[config.mk]
export PLATFORM = sky130hd
export DESIGN_NAME = pc_sequencer
export DESIGN_NICKNAME = d
export VERILOG_FILES = /design/src/rtl/lc2k_pkg.sv /design/src/rtl/pc_sequencer_sat_counter.sv /design/src/rtl/pc_sequencer.sv
export SDC_FILE = /design/constraint.sdc
export NUM_CORES = 1
export LEC_CHECK = 0
export CAP_MARGIN = 20
export CORE_UTILIZATION = 25
export DETAILED_ROUTE_END_ITERATION = 10
export GPL_TIMING_DRIVEN = 0
export PLACE_DENSITY = 0.44
export SYNTH_ARGS = -nofsm -noshare
export SYNTH_HDL_FRONTEND = slang
export SYNTH_HIERARCHICAL = 1
export SYNTH_SLANG_ARGS = --single-unit
[constraint.sdc]
create_clock -name clk -period 9.6 [get_ports clk]
set_input_delay 1.44 -clock clk [delete_from_list [all_inputs] [get_ports clk]]
set_output_delay 1.44 -clock clk [all_outputs]
set_load 0.005 [all_outputs]
[src/rtl/lc2k_pkg.sv]
// Shared LC2K types: sequencer state and next-PC select encoding.
package lc2k_pkg;

   typedef enum logic [1:0] {
      PC_IDLE   = 2'd0,
      PC_RUN    = 2'd1,
      PC_HALTED = 2'd2
   } pc_state_t;

   typedef enum logic [1:0] {
      SEL_SEQ  = 2'd0,
      SEL_BEQ  = 2'd1,
      SEL_JALR = 2'd2,
      SEL_HOLD = 2'd3
   } pc_sel_t;

endpackage

[src/rtl/pc_sequencer_sat_counter.sv]
// Saturating up-counter: sticks at all-ones instead of wrapping.
module sat_counter #(
   parameter int W = 32
) (
   input  logic         clk,
   input  logic         reset,
   input  logic         inc,
   input  logic         clear,
   output logic [W-1:0] count
);

   logic [W-1:0] cnt_q, cnt_d;

   // next count: clear wins, increment only below the ceiling
   always_comb begin
      cnt_d = cnt_q;
      if (clear)
         cnt_d = '0;
      else if (inc && (cnt_q != {W{1'b1}}))
         cnt_d = cnt_q + W'(1);
   end

   // count register
   always_ff @(posedge clk or posedge reset) begin
      if (reset) cnt_q <= '0;
      else       cnt_q <= cnt_d;
   end

   assign count = cnt_q;

endmodule

[src/rtl/pc_sequencer.sv]
// Registered next-PC unit: IDLE/RUN/HALTED FSM, prioritised next-PC select,
// PC register and saturating instruction/cycle statistics.
module pc_sequencer
   import lc2k_pkg::*;
#(
   parameter int          ADDR_W   = 32,
   parameter int          OFFSET_W = 16,
   parameter int unsigned RESET_PC = 0,
   parameter int          CNT_W    = 32
) (
   input  logic                clk,
   input  logic                reset,
   input  logic                start,
   input  logic                stall,
   input  logic                beq_taken,
   input  logic [OFFSET_W-1:0] offset,
   input  logic                jalr,
   input  logic [ADDR_W-1:0]   jalr_target,
   input  logic                halt,
   output logic [ADDR_W-1:0]   pc,
   output logic [ADDR_W-1:0]   pc_plus_one,
   output logic                fetch_valid,
   output logic                halted,
   output logic [CNT_W-1:0]    inst_count,
   output logic [CNT_W-1:0]    cycle_count
);

   pc_state_t         state_q, state_d;
   pc_sel_t           sel;
   logic              advance;
   logic              in_run;
   logic [ADDR_W-1:0] pc_q, pc_d;
   logic [ADDR_W-1:0] off_ext;

   // sign-extend (or truncate) the branch offset to address width
   assign off_ext     = ADDR_W'(signed'(offset));
   assign pc_plus_one = pc_q + ADDR_W'(1);

   // state register
   always_ff @(posedge clk or posedge reset) begin
      if (reset) state_q <= PC_IDLE;
      else       state_q <= state_d;
   end

   // next state: HALTED is only left through reset
   always_comb begin
      state_d = state_q;
      case (state_q)
         PC_IDLE:   if (start) state_d = PC_RUN;
         PC_RUN:    if (halt && !stall) state_d = PC_HALTED;
         PC_HALTED: state_d = PC_HALTED;
         default:   state_d = PC_IDLE;
      endcase
   end

   // FSM outputs and next-PC select; halt > beq > jalr > sequential
   always_comb begin
      in_run      = (state_q == PC_RUN);
      advance     = in_run && !stall;
      fetch_valid = in_run;
      halted      = (state_q == PC_HALTED);
      sel         = SEL_HOLD;
      if (advance) begin
         if (halt)           sel = SEL_HOLD;
         else if (beq_taken) sel = SEL_BEQ;
         else if (jalr)      sel = SEL_JALR;
         else                sel = SEL_SEQ;
      end
   end

   // next-PC mux, all arithmetic wraps at address width
   always_comb begin
      pc_d = pc_q;
      case (sel)
         SEL_SEQ:  pc_d = pc_plus_one;
         SEL_BEQ:  pc_d = pc_plus_one + off_ext;
         SEL_JALR: pc_d = jalr_target;
         default:  pc_d = pc_q;
      endcase
   end

   // PC register
   always_ff @(posedge clk or posedge reset) begin
      if (reset) pc_q <= ADDR_W'(RESET_PC);
      else       pc_q <= pc_d;
   end

   assign pc = pc_q;

   // counters are zero in IDLE; IDLE is only reachable through reset anyway
   sat_counter #(.W(CNT_W)) u_inst_cnt (
      .clk   (clk),
      .reset (reset),
      .inc   (advance),
      .clear (state_q == PC_IDLE),
      .count (inst_count)
   );

   sat_counter #(.W(CNT_W)) u_cycle_cnt (
      .clk   (clk),
      .reset (reset),
      .inc   (in_run),
      .clear (state_q == PC_IDLE),
      .count (cycle_count)
   );

endmodule

==> run_results.csv, run 1 <==
group,metric,value,unit
pwr,power-per-cell-area,179,mW/mm2
floorplanning,pin_count,185,
floorplanning,die_width,182,um
clocking,ctsHoldBuffers,0,
clocking,cts_setup_buffers,0,
synthesis,yosysMostFrequentCell,"a21oi_1",
worst_setup_path,worstPathRequired,8.16,ns
floorplanning,fp-row-count,65,
synthesis,synthDominantAreaCellType,"dfrtp_1",
pwr,power_frac_comb,0.515,
timing,rsz0062_at_grt,"no",
timing,worst_pin_slew,0.868,ns
timing,maxSlewHeadroom,0.421,
pwr,pwr-share-clk,0.200,
hold_path,timing.hold.worst.class,"flip-flop to flip-flop",
hold_path,worstHoldStart,"state_q[1]$_DFFE_PP0P_",
synthesis,yosys_most_used_dff,"dfrtp_1",
global_route,global_route.usage.total,0.190,
worst_setup_path,critical_path_peak_fanout,7,
worst_setup_path,crit_arrival,3.43,ns
worst_setup_path,r2r_cells,16,
clocking,cts_tree,"yes",
synthesis,yosys-top-cells-count,"a21oi_1 (114), dfrtp_1 (98), nand2_1 (83), nor2_1 (65), ha_1 (49)",
floorplanning,die_h,182,um
worst_setup_path,critical_path.reg2reg.startpoint,"pc[3]$_DFFE_PP0P_",
pwr,p_int,1120,uW
pwr,p_seq_frac,0.285,
global_route,grt_start_max_net_pins,35,
synthesis,ys_seq_elements,98,
synthesis,post_synthesis_net_count,1084,
placed_design,gp_congestion,0.855,
floorplanning,initial_core_util,0.255,
synthesis,synth_area_leaders,"dfrtp_1 (30%), ha_1 (7.5%), a21oi_1 (7.0%)",
final_layout,antenna-diode-count,0,
timing,number_of_max_slew_violations_in_the_final_report,0,
synthesis,post_synth_inst_count,979,
timing,fin_worst_skew,0.0112,ns
timing,layout_setup_ws,4.73,ns
worst_setup_path,path_buf_inv,2,
final_layout,final_util,0.342,
synthesis,ys.warnings.count,6,
timing,setup_total_negative_slack,0,ns
floorplanning,floorplan.core_area,0.0318,mm2
placed_design,port_buffers,184,
route,drt_first_pass_iters,5,
placed_design,place_worst_setup_slack,4.22,ns
clocking,numClockSinks,98,
global_route,global_route.overflow_total,0,
route,drt-total-wl,31000,um
timing,hold_viol_final,0,
final_layout,post_route_cells_drive_above_1_share,0.0532,
route,detail-route-antenna-nets,0,
pwr,p_leak,0.00426,uW
worst_setup_path,timing.critical_path.max_delay_family,"simple AND/OR/NAND/NOR gates",
final_layout,nFillCells,3353,
synthesis,total_standard_cell_area_after_synthesis,0.00812,mm2
worst_setup_path,crit_start_category,"flip-flop",
floorplanning,die_area,0.0332,mm2
worst_setup_path,path_common_cell,"nand2_1",
worst_setup_path,cell_chain_critical_path,"buf_2 > nand4_2 > nor4_2 > nand2_1 > nor2_1 > nand2_1 > xnor2_1 > clkdlybuf4s50_1",
clocking,cts_clk_pin_slew_worst_paths,0.07,ns
worst_setup_path,critical_path_class,"flip-flop to primary output",
clocking,cts_repair_resize_count,0,
route,via_count,8369,
hold_path,timing.hold.worst_endpoint,"state_q[1]$_DFFE_PP0P_",
route,route.detailed.drc,0,
synthesis,synth_enable_flop_cells,0,
final_layout,area_growth_syn_to_layout,34.0,%
clocking,insertion_delay,0.36,ns
route,drt_iter0_drc,502,
worst_setup_path,reg2reg_setup_slack,4.84,ns
route,post_drt_via_cell_ratio,5.17,
clocking,tritoncts.num_buffers,9,
final_layout,final_nets,1284,
synthesis,async_flop_share,1.00,
synthesis,register_area_share_after_synthesis,0.302,
pwr,irDropWorstVdd,0.0000714,V
synthesis,synth.top_cell.area_share,0.302,
worst_setup_path,cpPeakStageDelay,0.61,ns
hold_path,number_of_stages_on_the_worst_hold_path,1,
timing,period_minus_slack,4.87,ns
timing,final.period_utilization,0.507,
job,drv_cap,0,
outcome,outcome,"finished clean",
timing,report.final.setup_viol,0,
worst_setup_path,worstSetupEndpointType,"primary output",
route,routedWlPerCell,19.2,um
pwr,swShare,0.425,
global_route,grt_pass1_vias,8231,
worst_setup_path,worst_reg2reg_path_endpoint,"pc[31]$_DFFE_PP0P_",
clocking,cts.htree.levels,3,
synthesis,syn_avg_cell_area,8.30,um2
global_route,wire_length_of_the_first_global_routing_pass,48900,um
worst_setup_path,cp_slowest_cell,"clkdlybuf4s50_1",
synthesis,synth_cell_types,79,
clocking,cts_max_path_buffers,2,
pwr,power.switching,830,uW
global_route,initial_antenna_violation_count,0,
timing,fmaxAchievable,206,MHz
placed_design,place_hpwl,24100,um
clocking,ctsRootBufferMaster,"clkbuf_16",
-- worst register-to-register path, delay by kind of cell, from the launching register on --
| kind | cells | cell delay (ns) |
|---|---|---|
| xor gates and xnor gates | 1 | 0.39 |
| and+or+nand+nor | 7 | 2.03 |
| muxes | 1 | 0.23 |
| adders and majority gates | 1 | 0.18 |
| AOI/OAI and AO/OA | 4 | 0.96 |
| buffers and inverters | 2 | 0.46 |
| DFF | 1 | 0.38 |
-- sequential cells by signal, summed over array words and instances (netlist names) --
signal,cells
pc,32
state_q,2
u_inst_cnt/count,32
u_cycle_cnt/count,32
-- power groups by stage --
stage               Clock [uW]  Sequential, uW  Combinational, uW
global route               423             567               1120
global placement             0             563               1010
finish                     391             556               1010
detailed placement           0             562               1010
floorplan                    0             537                579
CTS                        409             555               1020
-- cell families after synthesis --
| kind of cell | synth area share |
|---|---|
| DFF | 0.302 |
| and+or+nand+nor | 0.228 |
| muxes | 0.00755 |
| AOI/OAI and AO/OA | 0.283 |
| adders and majority gates | 0.0779 |
| xor gates and xnor gates | 0.0593 |
| buffers and inverters | 0.0422 |
-- how the worst max path moves through the flow --
stage	from	end	slack (ns)	depth (start not counted)
floorplan	pc[3]$_DFFE_PP0P_	pc[31]$_DFFE_PP0P_	5.87	16
global route	pc[3]$_DFFE_PP0P_	pc_plus_one[29]	4.41	8
detailed placement	offset[15]	pc[31]$_DFFE_PP0P_	4.22	10
global placement	offset[15]	pc[31]$_DFFE_PP0P_	4.19	10
CTS	offset[15]	pc[31]$_DFFE_PP0P_	4.59	10
finish	pc[3]$_DFFE_PP0P_	pc_plus_one[23]	4.73	8
-- layout by cell type, fill, tap and decap left out, drive strengths merged, types with 15 or more instances in the layout --
cell | netlist | routed
nand4 | 26 | 26
o21ai | 62 | 62
inv | 44 | 46
dfrtp | 98 | 98
clkbuf | 31 | 44
xor2 | 23 | 23
nand3 | 40 | 40
or4 | 33 | 33
nand2 | 84 | 84
ha | 49 | 49
clkdlybuf4s50 | 0 | 184
nor3 | 15 | 15
xnor2 | 32 | 32
o31ai | 40 | 40
nor2 | 66 | 66
or3 | 27 | 27
a21oi | 116 | 116
-- stage by stage --
| step | power [uW] | hold slack (ns) | instance area [um2] | cells |
|---|---|---|---|---|
| 2_1_floorplan | 1120 | 0.506 | 8120 | 979 |
| 3_3_place_gp | 1570 | 0.525 | 10500 | 1598 |
| 3_5_place_dp | 1570 | 0.551 | 10600 | 1600 |
| 4_1_cts | 1980 | 0.569 | 10900 | 1616 |
| 5_1_grt | 2110 | 0.601 | 10900 | 1619 |
| 6_report | 1950 | 0.571 | 10900 | 1619 |
-- routing by layer --
| layer | GRT usage | part of all wire |
|---|---|---|
| met1 | 0.262 | 0.47 |
| met3 | 0.0214 | 0.041 |
| met5 | 0 | 0 |
| met4 | 0.0548 | 0.018 |
| met2 | 0.313 | 0.47 |
-- cell type report --
type / count / area (um2) / area share
timing repair buffer: 189 / 1910 / 0.176
multi-input combinational: 796 / 5330 / 0.489
tap: 435 / 544 / 0.0500
buffer: 40 / 174 / 0.0160
clock inverter: 5 / 61.3 / 0.00563
clock buffer: 11 / 243 / 0.0223
sequential: 98 / 2450 / 0.225
inverter: 45 / 169 / 0.0155
Note: power is estimated with default switching activity, not from simulation.
==> run 2, diff against run 1 <==
==> constraint.sdc (replaced) <==
create_clock -name clk -period 5.1 [get_ports clk]
set_input_delay 0.765 -clock clk [delete_from_list [all_inputs] [get_ports clk]]
set_output_delay 0.765 -clock clk [all_outputs]
set_load 0.005 [all_outputs]
==> run 2 against run 1 <==
Utilization about the same. Die area unchanged. Register-to-register slack worse by 4.5 ns. Sequential power up 89%. Routed wire length about the same. Power up 88%. Flip-flop and latch count unchanged. Cell count unchanged. Final area about the same. Global-route usage unchanged. Count of clock-buffer cells in the layout unchanged. First-iteration DRC count up 11%.
==> run_results.csv, run 2 (synthesis results as in run 1) <==
group,metric,value,unit
timing,worst_pin_slew,0.872,ns
final_layout,design_area,0.0109,mm2
floorplanning,die_h,182,um
pwr,power-per-cell-area,338,mW/mm2
worst_setup_path,critical_path.reg2reg.startpoint,"pc[3]$_DFFE_PP0P_",
floorplanning,floorplan.core_area,0.0318,mm2
worst_setup_path,worstPathRequired,5.34,ns
worst_setup_path,crit_start_category,"flip-flop",
placed_design,port_buffers,184,
worst_setup_path,worstSetupStartpoint,"pc[3]$_DFFE_PP0P_",
final_layout,antenna-diode-count,0,
pwr,p_int,2120,uW
floorplanning,die_area,0.0332,mm2
worst_setup_path,critical_path_class,"flip-flop to flip-flop",
global_route,wire_length_of_the_first_global_routing_pass,48900,um
placed_design,dpl_cell_area,0.0106,mm2
clocking,cts_max_path_buffers,2,
pwr,p_leak,0.00427,uW
timing,report.final.setup_viol,0,
clocking,tritoncts.num_buffers,9,
outcome,outcome,"finished clean",
final_layout,final_nets,1284,
placed_design,gp_congestion,0.855,
final_layout,post_route_cells_drive_above_1_share,0.0541,
route,post_drt_via_cell_ratio,5.18,
route,met2_length,14600,um
route,detail-route-antenna-nets,0,
floorplanning,die_width,182,um
timing,final.period_utilization,0.941,
clocking,insertion_delay,0.36,ns
final_layout,area_growth_syn_to_layout,34.1,%
pwr,irDropWorstVdd,0.000134,V
timing,hold-worst-slack,0.571,ns
worst_setup_path,worstSetupEndpointType,"flip-flop",
route,route.detailed.drc,0,
timing,fin_worst_skew,0.0112,ns
route,detailroute.wirelength.met3,1090,um
floorplanning,initial_core_util,0.255,
timing,maxSlewHeadroom,0.418,
timing,period_minus_slack,4.80,ns
pwr,swShare,0.425,
clocking,numClockSinks,98,
global_route,initial_antenna_violation_count,0,
route,drt_first_pass_iters,5,
timing,number_of_max_slew_violations_in_the_final_report,0,
route,drt_iter0_drc,556,
clocking,cts_tree,"yes",
worst_setup_path,critical_path_peak_fanout,7,
floorplanning,fp-row-count,65,
pwr,p_seq_frac,0.285,
clocking,cts.htree.levels,3,
worst_setup_path,crit_arrival,5.04,ns
pwr,power_frac_comb,0.516,
floorplanning,pin_count,185,
timing,hold_viol_final,0,
clocking,cts_clk_pin_slew_worst_paths,0.08,ns
route,routedWlPerCell,19.2,um
final_layout,layout_common_cells,"clkdlybuf4s50_1 (184), a21oi_1 (114), dfrtp_1 (98)",
job,drv_cap,0,
hold_path,timing.hold.worst.class,"flip-flop to flip-flop",
hold_path,worstHoldStart,"state_q[1]$_DFFE_PP0P_",
placed_design,place_hpwl,24100,um
global_route,grt_start_max_net_pins,35,
global_route,grt_pass1_vias,8231,
clocking,cts_setup_buffers,0,
route,drt-total-wl,31000,um
final_layout,most_frequent_standard_cell_in_the_layout_excluding_fill_and_tap_cells,"clkdlybuf4s50_1",
global_route,global_route.usage.total,0.190,
pwr,power.switching,1560,uW
clocking,ctsRootBufferMaster,"clkbuf_16",
route,detail_route.wirelength.met1,14800,um
timing,fmaxAchievable,208,MHz
route,routed.top_layer,"met4",
route,via_count,8392,
pwr,pwr-share-clk,0.199,
global_route,global_route.overflow_total,0,
==> run 2: changes by cell type in the layout (fill, tap and decap cells not counted) <==
| cell | delta |
|---|---|
| nor4_1 | -1 |
| nor4_2 | +1 |
==> run 2: layout make-up <==
class / instances / area (um2)
fill: 3352 / 20900
clock buffer: 11 / 243
clock inverter: 5 / 61.3
multi-input combinational: 796 / 5340
inverter: 45 / 169
timing repair buffer: 189 / 1910
tap: 435 / 544
buffer: 40 / 174
sequential: 98 / 2450
==> run 2: critical path, stage by stage (launching register included) <==
cell	delay, ns
dfrtp_1	0.38
buf_2	0.21
nand4_2	0.22
nor3_1	0.32
nand4_1	0.16
nor2_1	0.34
and4_1	0.34
xor2_1	0.37
ha_1	0.18
clkbuf_1	0.26
nand2_1	0.15
or4_1	0.56
a211oi_2	0.39
o31ai_4	0.16
a311oi_2	0.33
mux2i_1	0.23
o21ai_1	0.07
==> run 2: timing repair <==
action | 4_1_cts | 5_1_grt
hold endpoints to repair | 0 | 0
hold buffers | 0 | 0
endpoints found under the setup margin | 0 | 1
gates resized for setup | 0 | 1
==> run 2: power by group through the flow <==
| stage | Clock (uW) | Combinational, uW | Sequential, uW |
|---|---|---|---|
| after floorplan | 0 | 1090 | 1010 |
| after global placement | 0 | 1900 | 1060 |
| after detailed placement | 0 | 1900 | 1060 |
| after CTS | 770 | 1920 | 1040 |
| after global routing | 795 | 2100 | 1070 |
| final | 733 | 1900 | 1050 |
==> run 2: per-layer routing <==
metal / GRT usage / vias up
met1: 0.262 / 4039
li1: - / 4130
met3: 0.0214 / 26
met5: 0 / -
met2: 0.313 / 197
met4: 0.0548 / 0
==> run 2: final timing paths <==
path	cells after the start	end	slack, ns
worst min-delay path	1	state_q[1]$_DFFE_PP0P_	0.57
min in group asynchronous	2	u_inst_cnt/count[0]$_DFFE_PP0P_	0.88
worst max-delay path	16	pc[31]$_DFFE_PP0P_	0.30
max in group asynchronous	2	pc[4]$_DFFE_PP0P_	3.53
worst max register to register	16	pc[31]$_DFFE_PP0P_	0.30
worst min register to register	1	state_q[1]$_DFFE_PP0P_	0.57
==> run 2: metrics by stage <==
step                 util  cells  setup TNS (ns)  power (uW)  setup WS [ns]
floorplan               -    979               0        2100           1.37
finish              0.343   1619               0        3680          0.300
global placement    0.331   1598               0        2960          0.298
global route        0.343   1619       -0.000752        3970      -0.000752
detailed placement  0.332   1600               0        2960          0.316
CTS                 0.342   1616               0        3730          0.277
==> run 3, diff against run 2 <==
--- a/config.mk
+++ b/config.mk
@@ -6,10 +6,12 @@
 export NUM_CORES = 1
 export LEC_CHECK = 0
 export CAP_MARGIN = 20
+export CORE_MARGIN = 2
 export CORE_UTILIZATION = 25
 export DETAILED_ROUTE_END_ITERATION = 10
+export DONT_BUFFER_PORTS = 1
 export GPL_TIMING_DRIVEN = 0
-export PLACE_DENSITY = 0.44
+export PLACE_DENSITY = 0.36
 export SYNTH_ARGS = -nofsm -noshare
 export SYNTH_HDL_FRONTEND = slang
 export SYNTH_HIERARCHICAL = 1
==> run 3 against run 2 <==
Critical path depth is the same. Setup slack better by 0.065 ns. Critical path type unchanged. Utilization shrank 6.2 points. First-iteration DRC count shrank 27%. Non-clock buffer count shrank 185. Clock power down 4.4%. Register-to-register slack gained 0.06 ns. Fmax rose by 1.4%. Final area decreased by 17%. Cell count down 11%. Largest power group unchanged. Count of clock-buffer cells in the layout unchanged. Sequential share of layout area increased by 4.5 points.
==> run_results.csv, run 3 (synthesis results as in run 1) <==
group,metric,value,unit
outcome,outcome,"finished clean",
clocking,cts_repair_resize_count,0,
floorplanning,die_h,184,um
final_layout,layout_common_cells,"a21oi_1 (114), dfrtp_1 (98), nand2_1 (83)",
route,route.detailed.drc,0,
timing,hold-worst-slack,0.143,ns
floorplanning,die_width,184,um
floorplanning,pin_count,185,
timing,rsz0062_at_grt,"yes",
worst_setup_path,critical_path.reg2reg.startpoint,"pc[3]$_DFFE_PP0P_",
floorplanning,fp-row-count,66,
placed_design,place_hpwl,24100,um
global_route,global_route.usage.met2,0.317,
worst_setup_path,cpPeakStageDelay,0.61,ns
worst_setup_path,reg2reg_setup_slack,0.36,ns
clocking,cts_tree,"yes",
worst_setup_path,critical_path_class,"flip-flop to flip-flop",
global_route,global_route.usage.total,0.185,
route,post_drt_via_cell_ratio,5.30,
clocking,ctsHoldBuffers,0,
worst_setup_path,crit_arrival,4.95,ns
global_route,met1_usage,0.227,
timing,report.final.setup_viol,0,
clocking,cts.htree.levels,3,
worst_setup_path,cell_chain_critical_path,"buf_2 > nand4_2 > nor3_1 > nand4_1 > nor2_1 > and4_1 > xor2_2 > ha_1 > clkbuf_1 > nand2_1 > or4_1 > a211oi_4 > o31ai_4 > a311oi_2 > mux2i_1 > o21ai_1",
timing,period_minus_slack,4.74,ns
pwr,power-per-cell-area,361,mW/mm2
global_route,grt_start_max_net_pins,34,
timing,layout_setup_ws,0.365,ns
final_layout,post_route_cells_drive_above_1_share,0.0661,
floorplanning,floorplan.core_area,0.0323,mm2
worst_setup_path,critical_path_peak_fanout,7,
pwr,irDropWorstVdd,0.000132,V
clocking,cts_max_path_buffers,2,
final_layout,design_area,0.00907,mm2
timing,worst_pin_slew,0.873,ns
final_layout,most_frequent_standard_cell_in_the_layout_excluding_fill_and_tap_cells,"a21oi_1",
floorplanning,die_area,0.0340,mm2
route,drt_iter0_drc,406,
placed_design,gp_congestion,0.828,
hold_path,timing.hold.worst.class,"input pin to asynchronous set/reset pin",
clocking,cts_setup_buffers,0,
global_route,groute.layer.met3.usage,0.0551,
clocking,numClockSinks,98,
pwr,p_leak,0.00360,uW
timing,fmaxAchievable,211,MHz
final_layout,area_growth_syn_to_layout,11.6,%
global_route,grt_busiest_layer,"met2",
worst_setup_path,crit_start_category,"flip-flop",
worst_setup_path,worstSetupEndpointType,"flip-flop",
route,detail-route-antenna-nets,0,
worst_setup_path,worstPathRequired,5.32,ns
placed_design,port_buffers,0,
placed_design,place_worst_setup_slack,0.168,ns
route,drt_first_pass_iters,4,
global_route,wire_length_of_the_first_global_routing_pass,47800,um
worst_setup_path,r2r_cells,16,
timing,hold_viol_final,0,
global_route,initial_antenna_violation_count,1,
timing,maxSlewHeadroom,0.418,
timing,fin_worst_skew,0.00975,ns
clocking,cts_clk_pin_slew_worst_paths,0.07,ns
global_route,grt_pass1_vias,7711,
clocking,ctsRootBufferMaster,"clkbuf_16",
final_layout,final_nets,1099,
timing,final.period_utilization,0.929,
placed_design,dpl_cell_area,0.00873,mm2
final_layout,final_util,0.281,
route,via_count,7639,
worst_setup_path,worst_reg2reg_path_endpoint,"pc[31]$_DFFE_PP0P_",
route,drt-total-wl,31100,um
floorplanning,initial_core_util,0.252,
clocking,tritoncts.num_buffers,9,
worst_setup_path,cp_slowest_cell,"or4_1",
global_route,global_route.overflow_total,0,
route,routedWlPerCell,21.6,um
clocking,insertion_delay,0.35,ns
timing,number_of_max_slew_violations_in_the_final_report,0,
job,drv_cap,0,
==> run 3: changes by cell type in the layout (fill, tap and decap cells not counted), sizes merged <==
cell           before  now
clkbuf             44   43
clkinv              3    2
clkdlybuf4s50     184    0
inv                46   44
diode               0    1
clkinvlp            0    2
==> run 3: report_power, final <==
part	internal, uW	leakage (uW)	switching (uW)
registers	871	0.00135	211
logic	522	0.00212	974
clock network	380	0.000132	321
total	1770	0.00360	1500
==> run 3: how the worst max path moves through the flow <==
stage                                 start            endpoint  slack, ns  cells after the start
after floorplan           pc[3]$_DFFE_PP0P_  pc[31]$_DFFE_PP0P_       1.37                     16
after global routing      pc[3]$_DFFE_PP0P_  pc[30]$_DFFE_PP0P_      -0.01                     16
after global placement    pc[2]$_DFFE_PP0P_  pc[27]$_DFFE_PP0P_       0.14                     14
after CTS                 pc[3]$_DFFE_PP0P_  pc[31]$_DFFE_PP0P_       0.15                     16
final                     pc[3]$_DFFE_PP0P_  pc[31]$_DFFE_PP0P_       0.36                     16
after detailed placement  pc[3]$_DFFE_PP0P_  pc[31]$_DFFE_PP0P_       0.17                     16
==> run 3: per-stage QoR <==
| step | total power [uW] | std cells | TNS (ns) |
|---|---|---|---|
| after floorplan | 2100 | 979 | 0 |
| after global placement | 2610 | 1421 | 0 |
| after detailed placement | 2600 | 1424 | 0 |
| after CTS | 3330 | 1439 | 0 |
| after global routing | 3560 | 1441 | -0.0108 |
| final | 3280 | 1441 | 0 |
==> run 3: routing by layer <==
layer / share of wire / vias to the layer above / routed length (um)
li1: - / 3744 / -
met3: 0.069 / 19 / 2150
met2: 0.48 / 193 / 15000
met5: 0 / - / 0
met4: 0.013 / 0 / 408
met1: 0.43 / 3683 / 13500
==> run 3: layout make-up <==
class	instances	area, um2
inverter	45	169
antenna	1	2.50
tap	442	553
sequential	98	2450
clock buffer	11	233
multi-input combinational	796	5370
fill	3514	23200
buffer	40	174
timing repair buffer	4	57.6
clock inverter	4	53.8
==> run 3: worst max-delay path: cells and delay by family, from the launching register on <==
kind	cells	cell delay, ns
mux	1	0.22
flops	1	0.40
xor+xnor	1	0.15
buf+inv	2	0.48
compound gates	4	0.87
fa+ha+maj	1	0.30
simple gates	7	2.15
